===== config.mk =====
export PLATFORM = sky130hd
export DESIGN_NAME = cursor_tracker_flat
export DESIGN_NICKNAME = d
export VERILOG_FILES = /design/src/rtl/cursor_pkg.sv /design/src/rtl/cursor_tracker_if.sv /design/src/rtl/cursor_axis.sv /design/src/rtl/cursor_tracker.sv /design/src/flat_wrapper.sv
export SDC_FILE = /design/constraint.sdc
export NUM_CORES = 1
export LEC_CHECK = 0
export CAP_MARGIN = 10
export CORE_ASPECT_RATIO = 1.2
export CORE_MARGIN = 4
export CORE_UTILIZATION = 58
export DETAILED_ROUTE_END_ITERATION = 8
export PLACE_DENSITY = 0.82
export REMOVE_ABC_BUFFERS = 1
export SETUP_SLACK_MARGIN = 0.1
export SYNTH_ARGS = -nofsm -noshare
export SYNTH_HDL_FRONTEND = slang
export SYNTH_SLANG_ARGS = --single-unit

===== constraint.sdc =====
create_clock -name clk -period 3 [get_ports clk]
set_clock_uncertainty 0.1 [all_clocks]
set_input_delay 0.6 -clock clk [delete_from_list [all_inputs] [get_ports clk]]
set_output_delay 0.6 -clock clk [all_outputs]
set_load 0.005 [all_outputs]

===== src/rtl/cursor_pkg.sv =====
// Shared types and helpers for the cursor tracker: delta/step types,
// acceleration tiers, step scaling, clamping and board-cell lookup.
package cursor_pkg;

    typedef logic signed [8:0] delta_t;
    typedef logic [8:0]        mag_t;
    typedef logic [10:0]       step_t;

    typedef enum logic [1:0] {
        TIER_1X,
        TIER_2X,
        TIER_4X
    } tier_e;

    localparam int CALC_W = 16;
    typedef logic signed [CALC_W-1:0] calc_t;

    localparam logic [1:0] OUTSIDE = 2'd3;

    // -256 negates to 9'h100, which reads back as 256 when treated unsigned
    function automatic mag_t abs_delta(input delta_t d);
        return d[8] ? mag_t'(-d) : mag_t'(d);
    endfunction

    function automatic tier_e tier_of(input mag_t m, input mag_t t1, input mag_t t2);
        if (m < t1)      return TIER_1X;
        else if (m < t2) return TIER_2X;
        else             return TIER_4X;
    endfunction

    function automatic step_t scale_step(input mag_t m, input tier_e t);
        unique case (t)
            TIER_1X: return {2'b00, m};
            TIER_2X: return {1'b0, m, 1'b0};
            TIER_4X: return {m, 2'b00};
            default: return {2'b00, m};
        endcase
    endfunction

    function automatic calc_t clamp(input calc_t v, input calc_t hi);
        if (v < 0)       return '0;
        else if (v > hi) return hi;
        else             return v;
    endfunction

    function automatic logic [1:0] cell_of(input calc_t v, input calc_t origin, input calc_t size);
        if (v < origin)                      return OUTSIDE;
        else if (v < origin + size)          return 2'd0;
        else if (v < origin + size + size)   return 2'd1;
        else if (v < origin + size + size + size) return 2'd2;
        else                                 return OUTSIDE;
    endfunction

endpackage


===== src/rtl/cursor_tracker_if.sv =====
// Movement-packet input and cursor-state output bundle for cursor_tracker.
// Grid-cell signals exist only when CURSOR_GRID_EN is defined.
interface cursor_tracker_if
    import cursor_pkg::*;
#(
    parameter int POS_W = 10
);
    logic             mv_valid;
    delta_t           dx;
    delta_t           dy;
    logic [2:0]       btn_in;
    logic [POS_W-1:0] pos_x;
    logic [POS_W-1:0] pos_y;
    logic [2:0]       btn;
    logic             pos_upd;
    logic             click_l;
`ifdef CURSOR_GRID_EN
    logic [1:0]       cell_col;
    logic [1:0]       cell_row;
    logic             cell_vld;

    modport master (
        output mv_valid, dx, dy, btn_in,
        input  pos_x, pos_y, btn, pos_upd, click_l, cell_col, cell_row, cell_vld
    );
    modport slave (
        input  mv_valid, dx, dy, btn_in,
        output pos_x, pos_y, btn, pos_upd, click_l, cell_col, cell_row, cell_vld
    );
`else
    modport master (
        output mv_valid, dx, dy, btn_in,
        input  pos_x, pos_y, btn, pos_upd, click_l
    );
    modport slave (
        input  mv_valid, dx, dy, btn_in,
        output pos_x, pos_y, btn, pos_upd, click_l
    );
`endif
endinterface


===== src/rtl/cursor_axis.sv =====
// One cursor axis: stage 1 registers scaled step and sign, stage 2 applies
// it to the position with saturation at 0 and MAX. INV=1 flips direction.
module cursor_axis
    import cursor_pkg::*;
#(
    parameter int POS_W  = 10,
    parameter int MAX    = 630,
    parameter int INIT   = 20,
    parameter int ACC_T1 = 8,
    parameter int ACC_T2 = 64,
    parameter int INV    = 0
) (
    input  logic             clk,
    input  logic             reset,
    input  logic             mv_valid,
    input  delta_t           d,
    output logic [POS_W-1:0] pos
);
    typedef logic signed [POS_W+2:0] sum_t;

    logic  s1_vld;
    logic  s1_neg;
    step_t s1_step;
    mag_t  mag;
    logic  sub;
    sum_t  pos_s;
    sum_t  step_s;
    sum_t  sum;
    logic [POS_W-1:0] pos_next;

    always_comb begin
        mag      = abs_delta(d);
        sub      = (INV != 0) ? ~s1_neg : s1_neg;
        pos_s    = sum_t'({3'b000, pos});
        step_s   = sum_t'(s1_step);
        sum      = sub ? (pos_s - step_s) : (pos_s + step_s);
        pos_next = POS_W'(clamp(calc_t'(sum), calc_t'(MAX)));
    end

    always_ff @(posedge clk) begin
        if (reset) begin
            s1_vld  <= 1'b0;
            s1_neg  <= 1'b0;
            s1_step <= '0;
            pos     <= POS_W'(INIT);
        end else begin
            s1_vld <= mv_valid;
            if (mv_valid) begin
                s1_neg  <= d[8];
                s1_step <= scale_step(mag, tier_of(mag, mag_t'(ACC_T1), mag_t'(ACC_T2)));
            end
            if (s1_vld)
                pos <= pos_next;
        end
    end
endmodule


===== src/rtl/cursor_tracker.sv =====
// Cursor-position engine: PS/2 movement packets in, clamped cursor position,
// registered buttons and left-click edge out, two cycles after mv_valid.
// Define CURSOR_GRID_EN to add the 3x3 board-cell outputs.
module cursor_tracker
    import cursor_pkg::*;
#(
    parameter int H_RES  = 640,
    parameter int V_RES  = 480,
    parameter int CUR_W  = 10,
    parameter int CUR_H  = 5,
    parameter int X_INIT = 20,
    parameter int Y_INIT = 240,
    parameter int ACC_T1 = 8,
    parameter int ACC_T2 = 64,
    parameter int POS_W  = 10
`ifdef CURSOR_GRID_EN
    ,
    parameter int GRID_X0 = 170,
    parameter int GRID_Y0 = 90,
    parameter int CELL_W  = 100,
    parameter int CELL_H  = 100
`endif
) (
    input logic             clk,
    input logic             reset,
    cursor_tracker_if.slave bus
);
    logic [POS_W-1:0] pos_x;
    logic [POS_W-1:0] pos_y;
    logic             s1_vld;
    logic [2:0]       s1_btn;
    logic [2:0]       btn_q;
    logic             pos_upd_q;
    logic             click_q;

    cursor_axis #(
        .POS_W(POS_W), .MAX(H_RES - CUR_W), .INIT(X_INIT),
        .ACC_T1(ACC_T1), .ACC_T2(ACC_T2), .INV(0)
    ) u_axis_x (
        .clk(clk), .reset(reset), .mv_valid(bus.mv_valid), .d(bus.dx), .pos(pos_x)
    );

    // Y grows downward on screen while PS/2 dy is positive upward
    cursor_axis #(
        .POS_W(POS_W), .MAX(V_RES - CUR_H), .INIT(Y_INIT),
        .ACC_T1(ACC_T1), .ACC_T2(ACC_T2), .INV(1)
    ) u_axis_y (
        .clk(clk), .reset(reset), .mv_valid(bus.mv_valid), .d(bus.dy), .pos(pos_y)
    );

    always_ff @(posedge clk) begin
        if (reset) begin
            s1_vld    <= 1'b0;
            s1_btn    <= '0;
            btn_q     <= '0;
            pos_upd_q <= 1'b0;
            click_q   <= 1'b0;
        end else begin
            s1_vld    <= bus.mv_valid;
            if (bus.mv_valid)
                s1_btn <= bus.btn_in;
            pos_upd_q <= s1_vld;
            click_q   <= s1_vld & s1_btn[0] & ~btn_q[0];
            if (s1_vld)
                btn_q <= s1_btn;
        end
    end

    assign bus.pos_x   = pos_x;
    assign bus.pos_y   = pos_y;
    assign bus.btn     = btn_q;
    assign bus.pos_upd = pos_upd_q;
    assign bus.click_l = click_q;

`ifdef CURSOR_GRID_EN
    logic [1:0] cell_col_q;
    logic [1:0] cell_row_q;
    logic       cell_vld_q;

    always_ff @(posedge clk) begin
        if (reset) begin
            cell_col_q <= OUTSIDE;
            cell_row_q <= OUTSIDE;
            cell_vld_q <= 1'b0;
        end else begin
            cell_vld_q <= pos_upd_q;
            if (pos_upd_q) begin
                cell_col_q <= cell_of(calc_t'({1'b0, pos_x}), calc_t'(GRID_X0), calc_t'(CELL_W));
                cell_row_q <= cell_of(calc_t'({1'b0, pos_y}), calc_t'(GRID_Y0), calc_t'(CELL_H));
            end
        end
    end

    assign bus.cell_col = cell_col_q;
    assign bus.cell_row = cell_row_q;
    assign bus.cell_vld = cell_vld_q;
`endif
endmodule


===== src/flat_wrapper.sv =====
// flat-port wrapper written by rule: the top's interface ports become plain ports
module cursor_tracker_flat import cursor_pkg::*;
#(
    parameter int H_RES  = 640,
    parameter int V_RES  = 480,
    parameter int CUR_W  = 10,
    parameter int CUR_H  = 5,
    parameter int X_INIT = 20,
    parameter int Y_INIT = 240,
    parameter int ACC_T1 = 8,
    parameter int ACC_T2 = 64,
    parameter int POS_W  = 10

)
  (clk, reset, bus_mv_valid, bus_dx, bus_dy, bus_btn_in, bus_pos_x, bus_pos_y, bus_btn, bus_pos_upd, bus_click_l);
  cursor_tracker_if #(.POS_W(POS_W)) bus_i ();
  input logic clk;
  input logic reset;
  input wire logic [$bits(bus_i.mv_valid)-1:0] bus_mv_valid;
  input wire logic [$bits(bus_i.dx)-1:0] bus_dx;
  input wire logic [$bits(bus_i.dy)-1:0] bus_dy;
  input wire logic [$bits(bus_i.btn_in)-1:0] bus_btn_in;
  output wire logic [$bits(bus_i.pos_x)-1:0] bus_pos_x;
  output wire logic [$bits(bus_i.pos_y)-1:0] bus_pos_y;
  output wire logic [$bits(bus_i.btn)-1:0] bus_btn;
  output wire logic [$bits(bus_i.pos_upd)-1:0] bus_pos_upd;
  output wire logic [$bits(bus_i.click_l)-1:0] bus_click_l;
  assign bus_i.mv_valid = bus_mv_valid;
  assign bus_i.dx = bus_dx;
  assign bus_i.dy = bus_dy;
  assign bus_i.btn_in = bus_btn_in;
  assign bus_pos_x = bus_i.pos_x;
  assign bus_pos_y = bus_i.pos_y;
  assign bus_btn = bus_i.btn;
  assign bus_pos_upd = bus_i.pos_upd;
  assign bus_click_l = bus_i.click_l;
  cursor_tracker #(.H_RES(H_RES), .V_RES(V_RES), .CUR_W(CUR_W), .CUR_H(CUR_H), .X_INIT(X_INIT), .Y_INIT(Y_INIT), .ACC_T1(ACC_T1), .ACC_T2(ACC_T2), .POS_W(POS_W)) u_core (.clk(clk), .reset(reset), .bus(bus_i));
endmodule

==> results.toml, run 1 <==
[power_and_ir_drop]
netSwitchingFraction = 0.3956
pwr_density_cell_mw_per_mm2 = 439.0
leakagePower_nw = 2.257
peakVddDrop_v = 0.0003570
combinationalPowerShare = 0.491
clkPwrFrac = 0.175
internal_power_mw = 1.473
switchingPower_mw = 0.9645
seqPwrFrac = 0.334

[floorplanning]
start_util = 0.5951
die_area_mm2 = 0.009352
die_w_um = 88.95
core_area_mm2 = 0.007664
dieHeight_um = 105.1
ioPinCount = 49
rows = 35

[global_route]
grt_pass1_wl_um = 19460
gr-usage-all-layers = 0.2576
antenna_found_initial = 0
grt_pass1_vias = 4184
overflow = 0
grt_max_degree = 24

[worst_setup_path]
crit_chain = "inv_1, ha_1, inv_1, fa_1, mux2i_1, xor2_1, or3_1, a21bo_2, o311ai_4, a21oi_1, a22o_1"
reg2reg_from = "u_core.u_axis_x.pos[0]"
worst-path-max-fanout = 4
reg2reg_depth = 11
slowest_delay_ps = 400
required_ps = 3120
worstSetupEndpointType = "flop"
r2r_end = "u_core.u_axis_x.pos[0]"
crit_path_top_delay_cell = "fa_1"
crit_type = "flop to flop"
crit_arrival_ps = 2960
path_common_cell = "inv_1"
reg2reg_slack_ps = 160
worst_setup_path_start_kind = "flop"

[clock_network]
cts_buffers = 5
cts_tree = "yes"
postCtsHoldBufs = 0
clockRootBuffer = "clkbuf_8"
worst_skew_pair.late_latency_ps = 310
h-tree-depth = 2
clkSinkCount = 53
path_clk_slew_ps = 110
cts.path.max_buffers = 2

[timing]
setup_viol = 0
drv_slew = 0
hold_violations = 0
period_share = 0.9468
timing.fmax_mhz = 352.1
relSlewSlack = 0.5517
layout_min_cycle_time_ps = 2840
hold-worst-slack_ps = 378.0
tightest_slew_ps = 669.9
setup_slack_ps = 159.7
rsz0062_at_grt = "false"

[flow_run]
cap_violations = 0

[route]
wl_met2_um = 6527
wl_met3_um = 528
first_iter_violations = 283
ant_nets = 0
wirelength_um = 12500
wl_met1_um = 4943
drc = 0
wl_per_cell_um = 17.32
vias = 4435
top_layer = "met4"
drtPass1Iterations = 5
drt-vias-per-instance = 6.143

[yosys]
ys_ff_latch = 53
synth-async-reset-ratio = 0
synth_cell_types = 79
synth-main-ff-cell = "dfxtp_1"
postSynthCellCount = 566
synth_edf_count = 0
syn_area_mm2 = 0.004561
postSynthAreaPerCell_um2 = 8.058
yosysWarnings = 0
ys_seq_area_frac = 0.2326

[worst_hold_path]
whs_path_depth = 1
min_from = "u_core.bus.btn[0]"
holdPathEnd = "u_core.bus.click_l"
hp-class = "flop to flop"

[place]
placed_cell_area_mm2 = 0.005238
hpwl_um = 9899
port_buffers = 48
pre_cts_ws_ps = -111.2
place_congestion = 0.9706

[run_status]
status = "complete, no violations"

[cells_and_area]
synthToLayoutAreaGrowth_pct = 21.76
final_cell_mix = "nor2_1 (57), inv_1 (50), clkdlybuf4s50_1 (48), dfxtp_1 (48), ha_1 (38)"
stdcell_area_mm2 = 0.005553
postLayoutCoreUtil = 0.7246
fillers = 586
layout-drive-gt1-share = 0.1698
final_common_cell = "nor2_1"
antenna_cells = 0
multiInputGateArea_mm2 = 0.003342
nets = 699
seqCellArea_mm2 = 0.001067
==> worst max path at each step <==
stage,from,endpoint,slack [ps],cells after the start
floorplan,u_core.u_axis_x.pos[0],u_core.u_axis_x.pos[7],370,11
global placement,u_core.u_axis_x.s1_step[0],u_core.u_axis_x.pos[7],30,11
detailed placement,bus_dx[0],u_core.u_axis_x.s1_step[2],-110,11
CTS,u_core.u_axis_x.s1_step[0],u_core.u_axis_x.pos[0],100,11
global route,u_core.u_axis_x.pos[0],u_core.u_axis_x.pos[0],50,11
finish,u_core.u_axis_x.pos[0],u_core.u_axis_x.pos[0],160,11
==> registers in the layout, summed over array words and instances, names as in the netlist <==
register	cells
u_core.s1_btn	3
u_core.u_axis_y.s1_step	11
u_core.bus.pos_upd	1
u_core.u_axis_y.pos	10
u_core.u_axis_y.s1_neg	1
u_core.u_axis_x.s1_neg	1
u_core.bus.btn	3
u_core.u_axis_x.s1_step	11
u_core.bus.click_l	1
u_core.s1_vld	1
u_core.u_axis_x.pos	10
==> critical path: cells and delay by family, from the launching register on <==
family	cells	cell delay [ps]
xor gates and xnor gates	1	120
buffers and inverters	2	110
AOI/OAI and AO/OA	4	920
DFF	1	360
muxes	1	180
and+or+nand+nor	1	390
adders and majority gates	2	560
==> power by group through the flow <==
stage	Sequential, mW	Clock (mW)	Combinational [mW]
floorplan	0.822	0	0.723
finish	0.815	0.426	1.20
detailed placement	0.828	0	1.06
global route	0.822	0.459	1.30
global placement	0.826	0	1.04
CTS	0.812	0.431	1.08
==> kinds of logic after synthesis <==
group,synth area share
AOI/OAI and AO/OA,0.2571
xor gates and xnor gates,0.06090
adders and majority gates,0.1328
buffers and inverters,0.07106
DFF,0.2326
muxes,0.05706
and+or+nand+nor,0.1885
==> Yosys cell counts (all sizes together), types with 4 or more instances <==
master / number / area share
xnor2: 18 / 0.038
a2bb2oi: 6 / 0.013
a21o: 9 / 0.015
ha: 42 / 0.12
a21oi: 36 / 0.042
nor3: 14 / 0.016
nor2b: 10 / 0.014
o21ai: 24 / 0.030
nand3: 10 / 0.011
buf: 14 / 0.018
and2: 4 / 0.0055
nand2: 37 / 0.030
a221oi: 4 / 0.012
and3: 5 / 0.0080
mux2i: 26 / 0.057
o211ai: 4 / 0.0088
o21a: 4 / 0.0066
nand2b: 11 / 0.016
clkbuf: 12 / 0.010
a211oi: 21 / 0.036
fa: 4 / 0.018
a22oi: 6 / 0.0099
nor4: 6 / 0.0096
dfxtp: 53 / 0.23
xor2: 12 / 0.023
inv: 52 / 0.043
o31ai: 9 / 0.015
a31oi: 9 / 0.014
nor2: 59 / 0.050
==> metrics by stage <==
| step | power [mW] | std cells | TNS (ps) |
|---|---|---|---|
| floorplan | 1.545 | 540 | 0 |
| global placement | 1.871 | 708 | 0 |
| detailed placement | 1.893 | 708 | -157.8 |
| CTS | 2.323 | 716 | 0 |
| global route | 2.577 | 722 | 0 |
| finish | 2.438 | 722 | 0 |
==> routing by layer <==
metal,track usage,up-vias
met4,0.1096,0
met3,0.02208,44
met1,0.3075,2075
met5,0,-
met2,0.4581,160
li1,-,2156
==> timing repair <==
| item | 4_1_cts | 5_1_grt |
|---|---|---|
| resized for setup | 4 | 33 |
| setup endpoints to repair | 10 | 20 |
| buffers inserted | 0 | 6 |
| pin swaps | 0 | 18 |
==> final cells by class <==
class | instances | area share
clock buffer | 5 | 0.01239
clock inverter | 3 | 0.005183
sequential | 53 | 0.1922
inverter | 52 | 0.03515
multi-input combinational | 435 | 0.6018
timing repair buffer | 82 | 0.1325
tap | 92 | 0.02073
Note: power is estimated with default switching activity, not from simulation.
==> run 2, diff against run 1 <==
CORE_UTILIZATION = 59   (was 58)
CTS_BUF_LIST = sky130_fd_sc_hd__clkbuf_2 sky130_fd_sc_hd__clkbuf_4 sky130_fd_sc_hd__clkbuf_8   (was unset)
PLACE_DENSITY = 0.83   (was 0.82)
==> run 2 against run 1 <==
Compared with the run above:
- die area decreased by 1.6%
- combinational power is essentially flat
- cell count shrank 0.28%
- flip-flop and latch count stayed put
- via count up 2.1%
- total power grew 1.0%
- clock power rose by 2%
- sequential share of layout area up 0.055 points
- maximum frequency decreased by 2.1%
- hold slack improved by 1.3 ps
- sequential power up 0.5%
==> results.toml, run 2 (synthesis gave the netlist of run 1 again) <==
[run_status]
status = "complete, no violations"

[floorplanning]
rows = 34
dieHeight_um = 104.3
core_area_mm2 = 0.007402
start_util = 0.6161
ioPinCount = 49
die_area_mm2 = 0.009206
die_w_um = 88.26

[timing]
rsz0062_at_grt = "true"
relSlewSlack = 0.4745
hold-worst-slack_ps = 379.3
layout_min_cycle_time_ps = 2900
timing.fmax_mhz = 344.8
hold_violations = 0
tightest_slew_ps = 785.4
setup_viol = 0
drv_slew = 0
period_share = 0.9667

[clock_network]
cts.path.max_buffers = 2
postCtsHoldBufs = 0
cts_buffers = 5
worst_skew_pair.late_latency_ps = 310
cts_tree = "yes"
clkSinkCount = 53
h-tree-depth = 2
clockRootBuffer = "clkbuf_8"
path_clk_slew_ps = 110

[worst_setup_path]
required_ps = 3120
worstSetupEndpointType = "flop"
reg2reg_from = "u_core.u_axis_y.pos[0]"
crit_type = "flop to flop"
r2r_end = "u_core.u_axis_y.pos[5]"
reg2reg_depth = 12
crit_arrival_ps = 3020
reg2reg_slack_ps = 100
worst_setup_path_start_kind = "flop"
worst-path-max-fanout = 5

[route]
wirelength_um = 12970
drtPass1Iterations = 5
ant_nets = 0
wl_per_cell_um = 18.01
drt-vias-per-instance = 6.286
drc = 0
vias = 4526
first_iter_violations = 265

[place]
hpwl_um = 9839
port_buffers = 48
dpl.cell_count = 703
place_congestion = 0.9636
placed_cell_area_mm2 = 0.005213

[power_and_ir_drop]
peakVddDrop_v = 0.0002962
leakagePower_nw = 2.270
pwr_density_cell_mw_per_mm2 = 442.8

[worst_hold_path]
whs_path_depth = 1
hp-class = "flop to flop"
holdPathEnd = "u_core.bus.click_l"
min_from = "u_core.bus.btn[0]"

[global_route]
use_met2 = 0.4727
grt_max_degree = 36
busiest_layer = "met2"
overflow = 0
met1_usage = 0.3206
grt_pass1_wl_um = 20000
antenna_found_initial = 0
grt_use_met3 = 0.03011
grt_pass1_vias = 4265
gr-usage-all-layers = 0.2666

[cells_and_area]
stdcell_area_mm2 = 0.005563
fin_cells = 720
nets = 699
final_cell_mix = "nor2_1 (57), inv_1 (48), clkdlybuf4s50_1 (48), dfxtp_1 (48), ha_1 (39)"
layout-drive-gt1-share = 0.1714
final_common_cell = "nor2_1"
reg_top3 = "u_core.u_axis_x.s1_step (11), u_core.u_axis_y.s1_step (11)"
postLayoutCoreUtil = 0.7515
antenna_cells = 0
synthToLayoutAreaGrowth_pct = 21.98

[flow_run]
cap_violations = 0
## run 2: through the flow
step / TNS [ps] / power [mW] / setup slack [ps]
2_1_floorplan: 0 / 1.545 / 365.7
3_3_place_gp: -7.866 / 1.866 / -7.866
3_5_place_dp: -9.759 / 1.890 / -7.806
4_1_cts: 0 / 2.339 / 101.7
5_1_grt: -15.62 / 2.599 / -15.62
6_report: 0 / 2.463 / 99.85
## run 2: critical path: stages (launching register included)
cell and delay (ps):
dfxtp_2 350, inv_1 80, ha_2 210, inv_1 60, fa_1 380, a21o_1 200, and3_4 190, o211ai_2 220
o2bb2ai_2 150, a2bb2oi_2 170, o211ai_1 170, and3_4 240, a221o_1 280
## run 2: worst max-delay path by stage
stage / from / endpoint / cells past startpoint
floorplan: u_core.u_axis_x.pos[0] / u_core.u_axis_x.pos[7] / 11
global placement: u_core.u_axis_x.s1_step[0] / u_core.u_axis_x.pos[7] / 11
detailed placement: u_core.u_axis_x.s1_step[0] / u_core.u_axis_x.pos[7] / 11
CTS: u_core.u_axis_y.s1_step[1] / u_core.u_axis_y.pos[5] / 10
global route: u_core.u_axis_y.s1_step[6] / u_core.u_axis_y.pos[7] / 11
finish: u_core.u_axis_y.pos[0] / u_core.u_axis_y.pos[5] / 12
## run 2: per-layer routing
layer | routed length [um] | vias to the layer above
met4 | 576 | 0
li1 | - | 2138
met5 | 0 | -
met1 | 5103 | 2146
met2 | 6607 | 194
met3 | 679 | 48
## run 2: repair_timing
| item | in CTS | in global routing |
|---|---|---|
| resized for setup | 5 | 36 |
| pin swaps | 2 | 23 |
| setup buffers | 1 | 8 |
| hold endpoints to repair | 0 | 0 |
| endpoints found under the setup margin | 6 | 21 |
## run 2: cell type report
cell class / instances / area (um2)
multi-input combinational: 435 / 3349
fill: 577 / 1839
sequential: 53 / 1072
timing repair buffer: 82 / 735.7
inverter: 52 / 195.2
tap: 90 / 112.6
clock buffer: 5 / 68.82
clock inverter: 3 / 28.78
## run 2: power breakdown
| part | internal, mW | switching [mW] |
|---|---|---|
| Clock | 0.175 | 0.258 |
| Sequential | 0.756 | 0.0627 |
| Combinational | 0.552 | 0.660 |
==> run 3, diff against run 2 <==
CORE_ASPECT_RATIO = 2   (was 1.2)
CORE_UTILIZATION = 60   (was 59)
PLACE_DENSITY = 0.84   (was 0.83)
SYNTH_HIERARCHICAL = 1   (was unset)
==> run 3 against run 2 <==
Compared with the run above:
- utilization up 7.1 points
- synthesized cell count up 1.8%
- clock power rose by 19%
- maximum frequency shrank 2.4%
- critical path type unchanged
- die area rose by 1.9%
- cell area is 12% higher
- cell count rose by 7.9%
- highest routed layer unchanged
- register-to-register slack worse by 70 ps
- flip-flop and latch count up 2
- sequential share of layout area is 1.5 points lower
==> results.toml, run 3 <==
[clock_network]
h-tree-depth = 2
clockRootBuffer = "clkbuf_8"
worst_skew_pair.late_latency_ps = 330
path_clk_slew_ps = 100
cts_buffers = 5
clkSinkCount = 55
cts_tree = "yes"
cts.path.max_buffers = 2

[worst_setup_path]
r2r_end = "u_core/u_axis_y/pos[5]"
reg2reg_depth = 14
reg2reg_from = "u_core/u_axis_y/pos[0]"
worst-path-max-fanout = 5
worstSetupEndpointType = "flop"
worst_setup_path_start_kind = "flop"
reg2reg_slack_ps = 30
crit_arrival_ps = 3100
crit_type = "flop to flop"
required_ps = 3130

[run_status]
status = "complete, no violations"

[power_and_ir_drop]
netSwitchingFraction = 0.3946
combinationalPowerShare = 0.512
leakagePower_nw = 2.586
switchingPower_mw = 1.094
pwr_density_cell_mw_per_mm2 = 443.3
internal_power_mw = 1.678
clkPwrFrac = 0.186
peakVddDrop_v = 0.0004956
seqPwrFrac = 0.302

[floorplanning]
core_area_mm2 = 0.007601
rows = 45
die_area_mm2 = 0.009382
die_w_um = 70.52
ioPinCount = 49
dieHeight_um = 133.0
start_util = 0.6171

[cells_and_area]
synthToLayoutAreaGrowth_pct = 33.29
reg_top3 = "u_core/u_axis_x/s1_step (11), u_core/u_axis_y/s1_step (11)"
final_common_cell = "buf_4"
layout-drive-gt1-share = 0.2679
fin_cells = 777
antenna_cells = 0
nets = 752
final_cell_mix = "buf_4 (79), nor2_1 (51), nand2_1 (50)"

[timing]
layout_min_cycle_time_ps = 2970
hold-worst-slack_ps = 403.1
rsz0062_at_grt = "true"
setup_viol = 0
tightest_slew_ps = 745.4
period_share = 0.9900
relSlewSlack = 0.5030
hold_violations = 0
drv_slew = 0
timing.fmax_mhz = 336.7

[yosys]
postSynthCellCount = 576
synth-async-reset-ratio = 0
yosysWarnings = 6
ys_seq_area_frac = 0.2347
yosysMostFrequentCell = "dfxtp_1"
postSynthAreaPerCell_um2 = 8.144
synth-main-ff-cell = "dfxtp_1"
synth_cell_types = 82
yosys-top-cells-area = "dfxtp_1 (23%), ha_1 (11%), mux2i_1 (5.8%), a21oi_1 (4.5%), nor2_1 (4.2%)"
synth_edf_count = 0
syn_area_mm2 = 0.004691
synth_top_area_frac = 0.2347
synthTopCellsByCount = "dfxtp_1 (55), nor2_1 (53), nand2_1 (51)"
ys_ff_latch = 55
yosysTopAreaCell = "dfxtp_1"

[route]
vias = 5133
ant_nets = 0
wirelength_um = 17870
drtPass1Iterations = 5
wl_per_cell_um = 23.00
first_iter_violations = 283
drt-vias-per-instance = 6.606
drc = 0

[global_route]
grt_max_degree = 35
grt_pass1_vias = 5057
overflow = 0
grt_pass1_wl_um = 24540
gr-usage-all-layers = 0.3362
antenna_found_initial = 0

[flow_run]
cap_violations = 0

[place]
dpl.cell_count = 754
hpwl_um = 12610
place_congestion = 1.043
port_buffers = 48

[worst_hold_path]
holdPathEnd = "u_core/u_axis_x/s1_step[3]"
whs_path_depth = 2
hp-class = "flop to flop"
min_from = "u_core/u_axis_x/s1_step[3]"
## run 3: what timing repair did
action	4_1_cts	5_1_grt
hold buffers	0	0
cloned	0	0
gates resized for setup	20	65
buffers inserted	2	13
setup endpoints to repair	15	19
pin swaps	5	24
## run 3: worst max path at each step
stage	startpoint	end	slack (ps)	cells past startpoint
after CTS	u_core/u_axis_y/pos[6]	u_core/u_axis_y/pos[5]	80	10
after floorplan	u_core/u_axis_y/s1_step[6]	u_core/u_axis_y/pos[5]	-80	10
after global routing	u_core/u_axis_y/s1_step[2]	u_core/u_axis_y/pos[3]	-80	12
final	u_core/u_axis_y/pos[0]	u_core/u_axis_y/pos[5]	30	14
after global placement	bus_dy[0]	u_core/u_axis_y/s1_step[1]	-240	10
after detailed placement	bus_dy[0]	u_core/u_axis_y/s1_step[1]	-320	10
## run 3: logic make-up (layout without fill, tap and decap cells)
logic type      Yosys count  in the layout  share of synthesized area
simple gates            190            190                     0.2078
compound gates          154            154                     0.2398
mux                      28             28                    0.06082
fa+ha+maj                46             46                     0.1291
flops                    55             55                     0.2347
buf+inv                  75            182                    0.07388
xor+xnor                 28             28                    0.05388
## run 3: critical path, stage by stage, from the launching register on
cell and delay, ps:
dfxtp_2 340, inv_2 60, ha_4 130, inv_2 40
fa_2 390, a211oi_2 180, buf_4 160, nor2_2 40
o211ai_1 190, o311ai_2 140, xnor2_1 190, a2111oi_2 360
buf_4 210, nor3_4 70, a221o_1 300
## run 3: metrics by stage
step	cell area [um2]	worst slack, ps	power (mW)	util	setup TNS [ps]
6_report	6252	30.04	2.772	0.8226	0
5_1_grt	6252	-78.32	2.889	0.8226	-393.4
4_1_cts	5817	80.50	2.525	0.7653	0
3_5_place_dp	5594	-323.5	1.974	0.7360	-596.2
3_3_place_gp	5594	-238.3	1.954	0.7360	-330.9
2_1_floorplan	4521	-80.38	1.495	-	-106.0
## run 3: power by group through the flow
| stage | Clock [mW] | Combinational [mW] | Sequential [mW] |
|---|---|---|---|
| 5_1_grt | 0.550 | 1.50 | 0.843 |
| 3_5_place_dp | 0 | 1.13 | 0.841 |
| 3_3_place_gp | 0 | 1.11 | 0.839 |
| 2_1_floorplan | 0 | 0.653 | 0.842 |
| 6_report | 0.516 | 1.42 | 0.837 |
| 4_1_cts | 0.518 | 1.18 | 0.828 |
## run 3: layout make-up
cell class / count / area (um2)
multi-input combinational: 446 / 3661
fill: 471 / 1349
sequential: 55 / 1114
timing repair buffer: 127 / 1069
inverter: 47 / 176.4
tap: 94 / 117.6
clock buffer: 6 / 76.32
clock inverter: 2 / 38.79
## run 3: per-layer routing
metal	GRT usage	wire length [um]	up-vias	share of wire
met5	0	0	-	0
met3	0.04259	839	136	0.047
met2	0.6514	9830	278	0.55
li1	-	-	2271	-
met4	0.3113	1857	0	0.10
met1	0.2729	5346	2448	0.30
